### src/rtl/seg7_pkg.sv
// Shared 7-segment pattern table, BCD codes and
// capture FSM states for the scan capture block.
package seg7_pkg;

  localparam logic [6:0] SEG_0     = 7'b0000001;
  localparam logic [6:0] SEG_1     = 7'b1001111;
  localparam logic [6:0] SEG_2     = 7'b0010010;
  localparam logic [6:0] SEG_3     = 7'b0000110;
  localparam logic [6:0] SEG_4     = 7'b1001100;
  localparam logic [6:0] SEG_5     = 7'b0100100;
  localparam logic [6:0] SEG_6     = 7'b0100000;
  localparam logic [6:0] SEG_7     = 7'b0001111;
  localparam logic [6:0] SEG_8     = 7'b0000000;
  localparam logic [6:0] SEG_9     = 7'b0000100;
  localparam logic [6:0] SEG_BLANK = 7'b1111111;

  localparam logic [3:0] BCD_BLANK = 4'hF;
  localparam logic [3:0] BCD_ERR   = 4'hE;

  typedef enum logic [1:0] {
    IDLE,
    SETTLE,
    HOLD
  } state_e;

endpackage

### src/rtl/seg7_to_bcd.sv
// Combinational inverse of the common-anode BCD encoder:
// segment pattern to {bcd, blank, err}.
module seg7_to_bcd
  import seg7_pkg::*;
(
  input  logic [6:0] seg,
  output logic [3:0] bcd,
  output logic       blank,
  output logic       err
);

  always_comb begin
    bcd   = BCD_ERR;
    blank = 1'b0;
    err   = 1'b0;
    unique case (seg)
      SEG_0: bcd = 4'd0;
      SEG_1: bcd = 4'd1;
      SEG_2: bcd = 4'd2;
      SEG_3: bcd = 4'd3;
      SEG_4: bcd = 4'd4;
      SEG_5: bcd = 4'd5;
      SEG_6: bcd = 4'd6;
      SEG_7: bcd = 4'd7;
      SEG_8: bcd = 4'd8;
      SEG_9: bcd = 4'd9;
      SEG_BLANK: begin
        bcd   = BCD_BLANK;
        blank = 1'b1;
      end
      default: err = 1'b1;
    endcase
  end

endmodule

### src/rtl/seg7_scan_capture.sv
// Captures a multiplexed common-anode 7-segment bus into
// complete BCD frames published via valid/ready.
module seg7_scan_capture
  import seg7_pkg::*;
#(
  parameter int DIGITS        = 4,
  parameter int STABLE_CYCLES = 8,
  parameter int SYNC_STAGES   = 2
) (
  input  logic                  clk,
  input  logic                  rst_n,
  input  logic [6:0]            seg_n,
  input  logic [DIGITS-1:0]     an_n,
  output logic                  frame_valid,
  input  logic                  frame_ready,
  output logic [4*DIGITS-1:0]   frame_bcd,
  output logic [DIGITS-1:0]     frame_blank,
  output logic [DIGITS-1:0]     frame_err,
  output logic                  conflict,
  output logic                  overrun
);

  localparam int IW = (DIGITS > 1) ? $clog2(DIGITS) : 1;
  localparam int CW = $clog2(STABLE_CYCLES + 1);
  localparam logic [CW-1:0] CNT_MAX = CW'(STABLE_CYCLES);

  logic [SYNC_STAGES-1:0][6:0]        seg_sync_q, seg_sync_d;
  logic [SYNC_STAGES-1:0][DIGITS-1:0] an_sync_q, an_sync_d;
  logic [6:0]        s_seg;
  logic [DIGITS-1:0] s_an;

  state_e            state_q, state_d;
  logic [IW-1:0]     idx_q, idx_d;
  logic [6:0]        seg_lat_q, seg_lat_d;
  logic [DIGITS-1:0] an_lat_q, an_lat_d;
  logic [CW-1:0]     cnt_q, cnt_d;
  logic [DIGITS-1:0] mask_q, mask_d;

  logic [DIGITS-1:0][3:0] scr_bcd_q, scr_bcd_d;
  logic [DIGITS-1:0]      scr_blank_q, scr_blank_d;
  logic [DIGITS-1:0]      scr_err_q, scr_err_d;
  logic [DIGITS-1:0][3:0] frm_bcd_q, frm_bcd_d;
  logic [DIGITS-1:0]      frm_blank_q, frm_blank_d;
  logic [DIGITS-1:0]      frm_err_q, frm_err_d;
  logic valid_q, valid_d;
  logic conflict_q, conflict_d;
  logic overrun_q, overrun_d;

  logic [3:0]        dec_bcd;
  logic              dec_blank;
  logic              dec_err;
  logic [DIGITS-1:0] an_act;
  logic              multi;
  logic              one_hot;
  logic [IW-1:0]     idx_new;
  logic              eval;

  assign s_seg   = seg_sync_q[SYNC_STAGES-1];
  assign s_an    = an_sync_q[SYNC_STAGES-1];
  assign an_act  = ~s_an;
  assign multi   = |(an_act & (an_act - DIGITS'(1)));
  assign one_hot = (|an_act) && !multi;

  seg7_to_bcd u_dec (
    .seg   (s_seg),
    .bcd   (dec_bcd),
    .blank (dec_blank),
    .err   (dec_err)
  );

  always_comb begin
    idx_new = '0;
    for (int i = 0; i < DIGITS; i++) begin
      if (an_act[i]) idx_new = IW'(i);
    end
  end

  always_comb begin
    seg_sync_d = {seg_sync_q[SYNC_STAGES-2:0], seg_n};
    an_sync_d  = {an_sync_q[SYNC_STAGES-2:0], an_n};
  end

  always_comb begin
    state_d     = state_q;
    idx_d       = idx_q;
    seg_lat_d   = seg_lat_q;
    an_lat_d    = an_lat_q;
    cnt_d       = cnt_q;
    mask_d      = mask_q;
    scr_bcd_d   = scr_bcd_q;
    scr_blank_d = scr_blank_q;
    scr_err_d   = scr_err_q;
    frm_bcd_d   = frm_bcd_q;
    frm_blank_d = frm_blank_q;
    frm_err_d   = frm_err_q;
    valid_d     = valid_q;
    conflict_d  = 1'b0;
    overrun_d   = 1'b0;
    eval        = 1'b0;

    // Frame hand-off; a capture below may still set a mask bit.
    if (&mask_q) begin
      mask_d = '0;
      if (!valid_q || frame_ready) begin
        frm_bcd_d   = scr_bcd_q;
        frm_blank_d = scr_blank_q;
        frm_err_d   = scr_err_q;
        valid_d     = 1'b1;
      end else begin
        overrun_d = 1'b1;
      end
    end else if (valid_q && frame_ready) begin
      valid_d = 1'b0;
    end

    unique case (state_q)
      IDLE: eval = 1'b1;
      SETTLE: begin
        if (s_an != an_lat_q || s_seg != seg_lat_q) begin
          eval = 1'b1;
        end else begin
          if (cnt_q != CNT_MAX) cnt_d = cnt_q + CW'(1);
          if (cnt_q >= CNT_MAX - CW'(1)) begin
            scr_bcd_d[idx_q]   = dec_bcd;
            scr_blank_d[idx_q] = dec_blank;
            scr_err_d[idx_q]   = dec_err;
            mask_d[idx_q]      = 1'b1;
            state_d            = HOLD;
          end
        end
      end
      HOLD: if (s_an != an_lat_q) eval = 1'b1;
      default: state_d = IDLE;
    endcase

    if (eval) begin
      state_d  = IDLE;
      an_lat_d = s_an;
      if (multi) begin
        conflict_d = 1'b1;
      end else if (one_hot) begin
        state_d   = SETTLE;
        idx_d     = idx_new;
        seg_lat_d = s_seg;
        cnt_d     = CW'(1);
      end
    end
  end

  always_ff @(posedge clk or negedge rst_n) begin
    if (!rst_n) begin
      seg_sync_q  <= '1;
      an_sync_q   <= '1;
      state_q     <= IDLE;
      idx_q       <= '0;
      seg_lat_q   <= '1;
      an_lat_q    <= '1;
      cnt_q       <= '0;
      mask_q      <= '0;
      scr_bcd_q   <= '0;
      scr_blank_q <= '0;
      scr_err_q   <= '0;
      frm_bcd_q   <= '0;
      frm_blank_q <= '0;
      frm_err_q   <= '0;
      valid_q     <= 1'b0;
      conflict_q  <= 1'b0;
      overrun_q   <= 1'b0;
    end else begin
      seg_sync_q  <= seg_sync_d;
      an_sync_q   <= an_sync_d;
      state_q     <= state_d;
      idx_q       <= idx_d;
      seg_lat_q   <= seg_lat_d;
      an_lat_q    <= an_lat_d;
      cnt_q       <= cnt_d;
      mask_q      <= mask_d;
      scr_bcd_q   <= scr_bcd_d;
      scr_blank_q <= scr_blank_d;
      scr_err_q   <= scr_err_d;
      frm_bcd_q   <= frm_bcd_d;
      frm_blank_q <= frm_blank_d;
      frm_err_q   <= frm_err_d;
      valid_q     <= valid_d;
      conflict_q  <= conflict_d;
      overrun_q   <= overrun_d;
    end
  end

  assign frame_valid = valid_q;
  assign frame_bcd   = frm_bcd_q;
  assign frame_blank = frm_blank_q;
  assign frame_err   = frm_err_q;
  assign conflict    = conflict_q;
  assign overrun     = overrun_q;

endmodule

### config.mk
export PLATFORM = sky130hd
export DESIGN_NAME = seg7_scan_capture
export DESIGN_NICKNAME = d
export VERILOG_FILES = /design/src/rtl/seg7_pkg.sv /design/src/rtl/seg7_to_bcd.sv /design/src/rtl/seg7_scan_capture.sv
export SDC_FILE = /design/constraint.sdc
export NUM_CORES = 1
export LEC_CHECK = 0
export BUFFER_PORTS_ARGS = -buffer_cell sky130_fd_sc_hd__buf_4
export CORE_UTILIZATION = 40
export DETAILED_ROUTE_END_ITERATION = 6
export GPL_TIMING_DRIVEN = 0
export SYNTH_ARGS = -nofsm -noshare
export SYNTH_HDL_FRONTEND = slang
export SYNTH_SLANG_ARGS = --single-unit
### constraint.sdc
create_clock -name clk -period 5.4 [get_ports clk]
set_clock_uncertainty 0.1 [all_clocks]
set_input_delay 0.54 -clock clk [delete_from_list [all_inputs] [get_ports clk]]
set_output_delay 0.54 -clock clk [all_outputs]
set_load 0.1 [all_outputs]
**Word level (Yosys, flattened, before mapping)**

Cells that the tools add are included.

- Bits in registers: 96
- Output and inout bits: 27
- Input port bits: 14
- Word-level logic and storage cells: 113

- Magnitude comparators: 3
- Reduce and logical (&&, ||, !) cells: 20
- Add/subtract/negate cells: 2
- Muxes and demuxes: 39
- Bitwise operators: 5
- Eq/ne operators: 19

Operators by type and width:

| cell | count |
|---|---|
| $mux 4 | 11 |
| $pmux 4 s11 | 1 |
| $eq 7x7->1 const B | 3 |
| $bwmux 16 | 1 |
| $mux 1 | 15 |
| $eq 7x3->1 const B | 2 |
| $eq 7x6->1 const B | 2 |
| $reduce_or 11->1 | 1 |
| $mux 2 | 5 |
| $reduce_and 3->1 | 3 |
| $bwmux 4 | 2 |
| $demux 4 s2 | 1 |
| $reduce_or 4->1 | 2 |
| $eq 7x1->1 const B | 1 |
| $eq 7x4->1 const B | 1 |
| $eq 7x5->1 const B | 1 |
| $logic_not 7->1 | 1 |
| $ne 7x7->1 | 1 |
| $ne 3x3->1 const B | 2 |
| $reduce_and 5->1 | 1 |
| $add 4x1->4 const B | 1 |
| $and 4x4->4 | 1 |
| $ge 4x3->1 const B | 1 |
| $ne 2x1->1 const B | 2 |
| 21 further kinds | 26 |

**Depth between registers and ports, before layout**

- Word-level depth: 9
- Gate-level depth with buffers: 8
- Gate-level depth less buffers: 5

**Cells and area by module**

Synthesis repeated with hierarchy kept, for this count alone.

- Cells, all modules: 280
- Area, all modules: 3,956.3 µm²

Modules (own cells, without submodules):

| module | instances | sequential area each (µm²) | cells an instance | area each (µm²) |
|---|---|---|---|---|
| seg7_scan_capture | 1 | 2,443.6 | 242 | 3,684.8 |
| seg7_to_bcd | 1 | 0.0 | 38 | 271.5 |

**Worst setup path before layout**

No wires, ideal clock.

- Path type: register -> register
- Start: reg valid_q (netlist: frame_valid)
- End: reg frm_bcd_q (netlist bit frame_bcd[0])
- Clock period less this slack: 2.267 ns
- Required time: 5.175 ns
- Library setup time: 0.125 ns
- Setup slack: 3.133 ns
- Arrival time: 2.041 ns
- Buffers on the path: 2
- Cell stages (with the launch flop): 6
- Cells stage by stage: dfrtp_1 > nand2b_1 > nor2b_1 > clkbuf_1 > clkbuf_1 > mux2_2

- Longest elaborated chain between the ends: 3

RTL lines:

| what | RTL line | RTL |
|---|---|---|
| from (decl) | seg7_scan_capture.sv:45 | `logic valid_q, valid_d;` |
| from (signal assigned) | seg7_scan_capture.sv:184 | `valid_q <= valid_d;` |
| $logic_not 1->1 | seg7_scan_capture.sv:104 | `if (!valid_q \|\| frame_ready) begin` |
| $logic_or 1x1->1 | seg7_scan_capture.sv:104 |  |
| $reduce_and 5->1 (no source line) | - |  |
| to (signal assigned) | seg7_scan_capture.sv:181 | `frm_bcd_q <= frm_bcd_d;` |
| to (decl) | seg7_scan_capture.sv:42 | `logic [DIGITS-1:0][3:0] frm_bcd_q, frm_bcd_d;` |

No other way between the ends.
A chain may end at the register's enable or synchronous reset.

**Worst setup path in the final report**

- Start: reg seg_sync_q (netlist bit s_seg[1])
- End: reg scr_bcd_q[0] (netlist bit)

- Longest elaborated chain between the ends: 4
- Elaborated cells on any way between the ends: 17
- Classes of those cells: eq/ne (11); mux (2); bitwise (1); reduce/logical (3)

RTL lines:

| what | RTL line | RTL |
|---|---|---|
| from (decl) | seg7_scan_capture.sv:27 | `logic [SYNC_STAGES-1:0][6:0] seg_sync_q, seg_sync_d;` |
| from (signal assigned) | seg7_scan_capture.sv:170 | `seg_sync_q <= seg_sync_d;` |
| branches (longest 4 deep; another with $bwmux 16) | - |  |
| to (signal assigned) | seg7_scan_capture.sv:178 | `scr_bcd_q <= scr_bcd_d;` |
| to (decl) | seg7_scan_capture.sv:39 | `logic [DIGITS-1:0][3:0] scr_bcd_q, scr_bcd_d;` |

Parallel ways; which one is timed is not known.

==> impl_metrics.yaml <==
outcome:
  outcome: "finished, final reports clean"
setup_path:
  critPathLaunchType: "register"
  critPathMaxFanout: 9
  crit_slowest_cell: "nor4b_4"
  crit_type: "register to register"
  worstSetupStartpoint: "s_seg[1]"
  r2r_start: "s_seg[1]"
  required_ns: 5.56
  end_kind: "register"
  crit_arrival_ns: 2.71
  slowest_delay_ns: 0.66
  path_cells: "buf_2 > xnor2_2 > nand4_1 > nor4_2 > nor4b_4 > mux2_4"
die:
  fp.dieH_um: 103
  start_util: 0.413
  rows: 36
  coreArea_sq_um: 9820
  io_pins: 41
  fp.dieArea_sq_um: 10600
  die_x_um: 103
global_routing:
  antenna_found_initial: 0
  grt_overflow: 0
  grt_max_degree: 97
  grt_pass1_wl_um: 11700
  track_usage: 0.150
  first_global_vias: 2318
sta:
  fin_hold_ws_ns: 0.174
  setup-tns-final_ns: 0
  period_share: 0.471
  drv_slew: 0
  fin_crit_ns: 2.55
  worstMarginPinSlew_ns: 1.16
  final_hold_viol_count: 0
  max-slew-margin-rel: 0.224
  finalSetupViolations: 0
  rsz0062_at_grt: "no"
  max_freq_mhz: 393
drt:
  ant_nets: 0
  drtIter0Drc: 89
  drt_first_pass_iters: 4
  via_count: 2404
  drc: 0
  viasPerCell: 4.95
  wl_um: 6880
  wl_per_cell_um: 14.2
placed_design:
  gp_congestion: 0.763
  dp.cells: 470
  port_buffers: 40
  hpwl_um: 4580
  place_area_sq_um: 4520
power:
  ir_drop_mv: 0.154
  p_leak_nw: 2.28
  power.density_nw_per_um2: 283
logic_synthesis:
  synthCells: 297
  netlist.area_leader.share: 0.389
  ys_seq_area_frac: 0.602
  ys_warn_count: 0
  synth_top_cell_by_area: "dfrtp_1"
  netlist_area_sq_um: 4060
  postSynthAreaPerCell_sq_um: 13.7
  yosys_register_bits: 96
  ys_types: 50
  ys_top_cells_by_area: "dfrtp_1, dfstp_2, mux2_2"
  syn_nets: 313
clock_tree:
  post_cts_buffers: 0
  clk_pin_slew_worst_paths_ns: 0.09
  hold_buffers: 0
  clkSinkCount: 96
  clk_path_buf_depth: 2
  cts-resized-gates: 0
  cts_htree_levels: 3
  cts_made_buffers: 9
  cts_tree: "done"
  insertion_delay_ns: 0.37
  root_buffer: "clkbuf_8"
cells_and_area:
  diodes: 0
  drive_gt1_frac: 0.465
  design_area_sq_um: 4710
  fillers: 930
  syn2layout_area_growth_pct: 16.1
  instances_no_fill: 486
  regArea_sq_um: 2440
  multiInputGateArea_sq_um: 1460
  layout.nets: 364
min_path:
  hold_class: "primary input to register"
  min_from: "seg_n[2]"
job:
  cap_viol_max_count: 0
[metrics by stage]
| stage | power, mW | util | worst slack [ns] |
|---|---|---|---|
| finish | 1.33 | 0.480 | 2.85 |
| floorplan | 0.851 | - | 3.13 |
| global route | 1.39 | 0.480 | 2.71 |
| detailed placement | 0.889 | 0.461 | 2.82 |
| global placement | 0.886 | 0.461 | 2.79 |
| CTS | 1.35 | 0.480 | 2.82 |
[final cells by class]
type	count	area share
plain buffers	17	0.0189
clock buffers	10	0.0271
clock inverters	6	0.0125
inverters	17	0.0135
multi-input cells	167	0.310
flip-flops and latches	96	0.519
well taps	133	0.0353
repair buffers	40	0.0637
[layout by cell type, fill, tap and decap left out, types with 5 or more instances in the layout]
master	instances
dfstp_2	33
mux2_2	43
nand2_1	14
inv_1	17
buf_4	41
nand4_1	6
dfrtp_1	63
clkbuf_8	9
or3_1	5
clkbuf_1	5
nand3_1	6
mux2i_1	13
xnor2_1	8
buf_2	11
nor2_1	5
a21oi_1	8
[worst paths after layout]
| kind | to | slack, ns | depth (start not counted) |
|---|---|---|---|
| max | scr_bcd_q[0] | 2.85 | 6 |
| min | seg_sync_d[9] | 0.17 | 1 |
| max reg2reg | scr_bcd_q[0] | 2.85 | 6 |
| min reg2reg | s_an[3] | 0.25 | 0 |
| max in group asynchronous | mask_q[3] | 4.16 | 1 |
| min in group asynchronous | frame_blank[2] | 0.32 | 1 |
[kinds of logic after synthesis]
family	synth area share
AND/OR/NAND/NOR	0.0990
XOR/XNOR	0.0315
multiplexers	0.168
flip-flops	0.602
buffers and inverters	0.0376
adder cells (fa/ha/maj)	0.00617
AO/OA/AOI/OAI	0.0555
[state kept, by name, indices dropped and copies added (netlist names)]
| name | flops |
|---|---|
| s_seg | 7 |
| scr_blank_q | 4 |
| frame_blank | 4 |
| an_sync_d | 4 |
| idx_q | 2 |
| scr_err_q | 4 |
| seg_lat_q | 7 |
| an_lat_q | 4 |
| frame_err | 4 |
| scr_bcd_q | 16 |
| frame_valid | 1 |
| cnt_q | 4 |
| frame_bcd | 16 |
| state_q | 2 |
| conflict | 1 |
| overrun | 1 |
| s_an | 4 |
| seg_sync_d | 7 |
| mask_q | 4 |
[where the power goes]
group | internal [mW] | switching [mW]
combinational | 0.0444 | 0.0591
clock | 0.213 | 0.246
sequential | 0.755 | 0.0143
total | 1.01 | 0.319
[metal layers]
layer | track usage | part of all wire
met4 | 0.0890 | 0.028
met5 | 0 | 0
met1 | 0.206 | 0.47
met3 | 0.0319 | 0.030
met2 | 0.218 | 0.47
[synth_stat cells, drive strengths merged]
cell     number
xor2          1
o2111a        1
nand2        14
a41o          1
or3           6
a31o          1
nor4          2
nor3          4
nor2          5
a21bo         2
clkbuf        4
nand3         6
mux2i        13
nor2b         1
or3b          3
mux2         48
a31oi         2
nand2b        2
a21oi         8
dfrtp        63
and3          3
nand4         8
o41a          1
ha            2
o31ai         1
a2111oi       2
nand3b        3
buf          13
o21ai         4
nand4b        3
a21o          3
o211ai        1
or2           1
xnor2        11
o2111ai       1
dfstp        33
or4           1
a2bb2oi       1
nor4b         1
inv          17
[critical path: cells and delay by family, from the launching register on]
kind / cells / cell delay, ns
simple gates: 3 / 1.11
flops: 1 / 0.51
mux: 1 / 0.35
buf+inv: 1 / 0.22
xor+xnor: 1 / 0.14
Power figures use the tool's default switching activity.
